File: src/rtl/pipe_stage_reg.sv
// Parametrised pipeline stage register: valid/ready handshake, flush-to-bubble, saturating
// stall counter. Define PIPE_SKID_EN for a 2-entry skid version with a registered in_ready.

package pipe_stage_pkg;
  typedef struct packed {
    logic ld_main;   // capture into the output register
    logic sel_skid;  // main source: skid entry instead of upstream
    logic clr_main;  // zero output register (bubble)
    logic ld_skid;   // park upstream word in the skid entry
    logic clr_skid;  // drop skid entry
  } lane_ctl_t;
endpackage

module pipe_stage_lane
  import pipe_stage_pkg::*;
#(
  parameter int W = 32
) (
  input  logic         Clk,
  input  logic         Reset,
  input  lane_ctl_t    ctl,
  input  logic [W-1:0] din,
  output logic [W-1:0] dout
);
  logic [W-1:0] main_q;
  logic [W-1:0] skid_q;

`ifdef PIPE_SKID_EN
  always_ff @(posedge Clk or negedge Reset) begin
    if (!Reset)            skid_q <= '0;
    else if (ctl.clr_skid) skid_q <= '0;
    else if (ctl.ld_skid)  skid_q <= din;
  end
`else
  logic unused_skid;
  assign unused_skid = ctl.ld_skid ^ ctl.clr_skid;
  assign skid_q      = '0;
`endif

  always_ff @(posedge Clk or negedge Reset) begin
    if (!Reset)            main_q <= '0;
    else if (ctl.clr_main) main_q <= '0;
    else if (ctl.ld_main)  main_q <= ctl.sel_skid ? skid_q : din;
  end

  assign dout = main_q;
endmodule

module pipe_stage_reg
  import pipe_stage_pkg::*;
#(
  parameter int DATA_W = 32,
  parameter int NUM_CH = 4,
  parameter int CTRL_W = 8,
  parameter int CNT_W  = 16
) (
  input  logic                     Clk,
  input  logic                     Reset,
  input  logic                     Flush,
  input  logic                     in_valid,
  output logic                     in_ready,
  input  logic [NUM_CH*DATA_W-1:0] in_data,
  input  logic [CTRL_W-1:0]        in_ctrl,
  output logic                     out_valid,
  input  logic                     out_ready,
  output logic [NUM_CH*DATA_W-1:0] out_data,
  output logic [CTRL_W-1:0]        out_ctrl,
  output logic [CNT_W-1:0]         stall_count
);
`ifdef PIPE_SKID_EN
  typedef enum logic [1:0] {ST_EMPTY, ST_FULL, ST_SKID} state_t;
`else
  typedef enum logic {ST_EMPTY, ST_FULL} state_t;
`endif

  state_t    state, state_nxt;
  lane_ctl_t ctl;

  logic [NUM_CH-1:0][DATA_W-1:0] din_ch, dout_ch;
  logic [CNT_W-1:0]              stall_q;

  always_ff @(posedge Clk or negedge Reset) begin
    if (!Reset) state <= ST_EMPTY;
    else        state <= state_nxt;
  end

  // Lanes clear on any transition to empty, so out_* read zero whenever out_valid is low.
  always_comb begin
    state_nxt = state;
    ctl       = '0;
    if (Flush) begin
      state_nxt    = ST_EMPTY;
      ctl.clr_main = 1'b1;
      ctl.clr_skid = 1'b1;
    end else begin
      case (state)
        ST_EMPTY: begin
          if (in_valid) begin
            ctl.ld_main = 1'b1;
            state_nxt   = ST_FULL;
          end
        end
        ST_FULL: begin
          if (in_valid && out_ready) begin
            ctl.ld_main = 1'b1;
`ifdef PIPE_SKID_EN
          end else if (in_valid) begin
            ctl.ld_skid = 1'b1;
            state_nxt   = ST_SKID;
`endif
          end else if (out_ready) begin
            ctl.clr_main = 1'b1;
            state_nxt    = ST_EMPTY;
          end
        end
`ifdef PIPE_SKID_EN
        ST_SKID: begin
          if (out_ready) begin
            ctl.ld_main  = 1'b1;
            ctl.sel_skid = 1'b1;
            ctl.clr_skid = 1'b1;
            state_nxt    = ST_FULL;
          end
        end
`endif
        default: state_nxt = ST_EMPTY;
      endcase
    end
  end

  assign out_valid = (state != ST_EMPTY);

`ifdef PIPE_SKID_EN
  // Registered ready: low exactly while the skid entry is occupied.
  logic in_ready_q;
  always_ff @(posedge Clk or negedge Reset) begin
    if (!Reset) in_ready_q <= 1'b1;
    else        in_ready_q <= (state_nxt != ST_SKID);
  end
  assign in_ready = in_ready_q;
`else
  assign in_ready = out_ready || !out_valid;
`endif

  assign din_ch = in_data;

  for (genvar ch = 0; ch < NUM_CH; ch++) begin : g_lane
    pipe_stage_lane #(.W(DATA_W)) u_lane (
      .Clk  (Clk),
      .Reset(Reset),
      .ctl  (ctl),
      .din  (din_ch[ch]),
      .dout (dout_ch[ch])
    );
  end

  pipe_stage_lane #(.W(CTRL_W)) u_ctrl (
    .Clk  (Clk),
    .Reset(Reset),
    .ctl  (ctl),
    .din  (in_ctrl),
    .dout (out_ctrl)
  );

  assign out_data = dout_ch;

  always_ff @(posedge Clk or negedge Reset) begin
    if (!Reset)                                      stall_q <= '0;
    else if (out_valid && !out_ready && !(&stall_q)) stall_q <= stall_q + 1'b1;
  end

  assign stall_count = stall_q;
endmodule

File: config.mk
export PLATFORM = sky130hd
export DESIGN_NAME = pipe_stage_reg
export DESIGN_NICKNAME = d
export VERILOG_FILES = /design/src/rtl/pipe_stage_reg.sv
export SDC_FILE = /design/constraint.sdc
export NUM_CORES = 1
export LEC_CHECK = 0
export BUFFER_PORTS_ARGS = -buffer_cell sky130_fd_sc_hd__buf_2
export CAP_MARGIN = 10
export CORE_ASPECT_RATIO = 1.5
export CORE_MARGIN = 2
export CORE_UTILIZATION = 23
export DETAILED_ROUTE_END_ITERATION = 8
export GPL_ROUTABILITY_DRIVEN = 0
export PLACE_DENSITY = 0.49
export REMOVE_ABC_BUFFERS = 1
export SYNTH_ARGS = -nofsm -noshare
export SYNTH_HDL_FRONTEND = slang
export SYNTH_SLANG_ARGS = --single-unit
export TNS_END_PERCENT = 5
File: constraint.sdc
create_clock -name Clk -period 2.93 [get_ports Clk]
set_clock_uncertainty 0.15 [all_clocks]
set_input_delay 0.586 -clock Clk [delete_from_list [all_inputs] [get_ports Clk]]
set_output_delay 0.586 -clock Clk [all_outputs]
set_load 0.02 [all_outputs]
==> flow_summary.json <==
{
  "status": "complete, no violations",
  "core_um2": 23700,
  "cp-end-kind": "register",
  "whs_path_depth": 2,
  "clk_latency_ps": 420,
  "yosysUniqueCellTypes": 32,
  "layout_common_cells": "293 x buf_2, 153 x dfrtp_1, 136 x a22o_1",
  "yosys_warnings": 0,
  "slew_headroom": 0.590,
  "die_h_um": 195,
  "drt-vias-per-instance": 4.36,
  "r2r_cells": 5,
  "drive_gt1_frac": 0.502,
  "post-cts-setup-buffers": 0,
  "nets": 816,
  "grt_max_degree": 74,
  "drt-initial-drc-count": 131,
  "root_buffer": "clkbuf_16",
  "max_freq_ghz": 0.471,
  "gr-usage-all-layers": 0.138,
  "hold_buffers": 1,
  "path_clk_slew_ps": 60,
  "cp.required_ps": 3090,
  "drv_cap": 0,
  "leakagePower_nw": 4.47,
  "post-route-util": 0.341,
  "hold_path_class": "in2reg",
  "die_area_um2": 25500,
  "setup_violations": 0,
  "ant_nets": 0,
  "overflow": 0,
  "dr.pass1.iters": 4,
  "drcViolationCount": 0,
  "syn_avg_cell_area_um2": 14.8,
  "worstPathArrival_ps": 2290,
  "synth-seq-cells": 153,
  "portBuffers": 294,
  "synth_edf_count": 0,
  "areaGrowthSynthToFinish_pct": 45.2,
  "worst_slack_ps": 805,
  "hold_path.startpoint": "in_data[119]",
  "rrSetupSlack_ps": 800,
  "synthCells": 377,
  "period_share": 0.725,
  "powerDensity_nw_per_um2": 656,
  "min_period_ps": 2130,
  "irDropWorstVdd_mv": 0.385,
  "r2r-start": "stall_count[0]",
  "finalPower_mw": 5.31,
  "cts_tree": "built",
  "routedWlPerCell_um": 17.1,
  "dp.cells": 973,
  "clockBufferDepth": 2,
  "synth_area_um2": 5570,
  "grt_pass1_wl_mm": 26.2,
  "die_w_um": 131,
  "finalMaxSlewViolations": 0,
  "crit_start": "stall_count[0]",
  "ios": 295,
  "cts_made_buffers": 17,
  "worstSetupPathType": "reg2reg",
  "rows": 69,
  "layout_commonest_cell": "buf_2",
  "wl_mm": 17.2,
  "grt_pass1_vias": 4519,
  "rsz0062_at_grt": "false",
  "pre_cts_slack_ps": 634,
  "worst_slew_pin_slew_ps": 615,
  "async_reset_ff_frac": 1.00,
  "critPathLaunchType": "register",
  "dp_hpwl_mm": 12.3,
  "synth_flop_cell": "dfrtp_1",
  "cts_sinks": 153,
  "vias": 4387,
  "initial_core_util": 0.235,
  "cp_max_fo": 9,
  "setup_tns_ps": 0,
  "post_cts_resized": 0,
  "synth-seq-area-share": 0.687,
  "grt_antenna_before_repair": 0,
  "fin_cells": 1006,
  "hold_viol": 0,
  "antennaDiodeCount": 0,
  "h-tree-depth": 4
}
## per-stage QoR
stage	hold slack, ps	area, um2
2_1_floorplan	140	5450
3_3_place_gp	333	7500
3_5_place_dp	335	7500
4_1_cts	193	8090
5_1_grt	195	8090
6_report	222	8090
## cell type report
type                       instances  area, um2
clock buffer                      19        433
clock inverter                    13        151
fill                            2399      15700
inverter                           3       11.3
multi-input combinational        191       1620
sequential                       153       3830
tap                              319        399
timing repair buffer             308       1650
## cells by family after synthesis
kind of cell               after synthesis  share of synthesized area
adders and majority gates                1                    0.00225
DFF                                    153                      0.687
and+or+nand+nor                         32                     0.0384
AOI/OAI and AO/OA                      143                      0.223
buffers and inverters                   33                     0.0245
muxes                                    2                    0.00404
xor gates and xnor gates                13                     0.0204
## synthesized netlist by cell type, types with 2 or more instances
master | count | area, um2
nor3b_1 | 2 | 15.0
clkbuf_1 | 16 | 60.1
nand3_1 | 3 | 15.0
mux2_1 | 2 | 22.5
dfrtp_1 | 153 | 3830
a211oi_1 | 4 | 30.0
nor3_1 | 6 | 30.0
xor2_1 | 13 | 114
buf_1 | 6 | 22.5
buf_2 | 7 | 35.0
nor2_1 | 3 | 11.3
inv_1 | 2 | 7.51
nand2_1 | 6 | 22.5
a22o_1 | 136 | 1190
## registers in the layout, indices dropped and copies added (netlist names)
register,flops
u_ctrl.dout,8
stall_count,16
g_lane.u_lane.dout,128
out_valid,1
## worst paths after layout
| kind | end |
|---|---|
| max | stall_count[1] |
| min | g_lane[3].u_lane.dout[23] |
| max reg2reg | stall_count[1] |
| min reg2reg | g_lane[0].u_lane.dout[4] |
| max in group asynchronous | g_lane[0].u_lane.dout[22] |
| min in group asynchronous | g_lane[1].u_lane.dout[14] |
## worst max-delay path, stage by stage (launching register included)
cell     delay (ps)
dfrtp_1         460
ha_1            200
nand3_1         200
nor4_4          460
a21oi_1         200
mux2_1          340
## routing by layer
layer  up-vias  part of all wire  global-route usage
met5         -                 0                   0
met4         0             0.028              0.0634
met3        25             0.041              0.0322
met2       151              0.56               0.244
met1      2172              0.37               0.152
li1       2039                 -                   -
## power breakdown
group          internal (mW)  switching [mW]
clock network           1.33           0.874
logic                  0.289           0.450
registers               2.25           0.109
total                   3.87            1.43
Note: power is estimated with default switching activity, not from simulation.
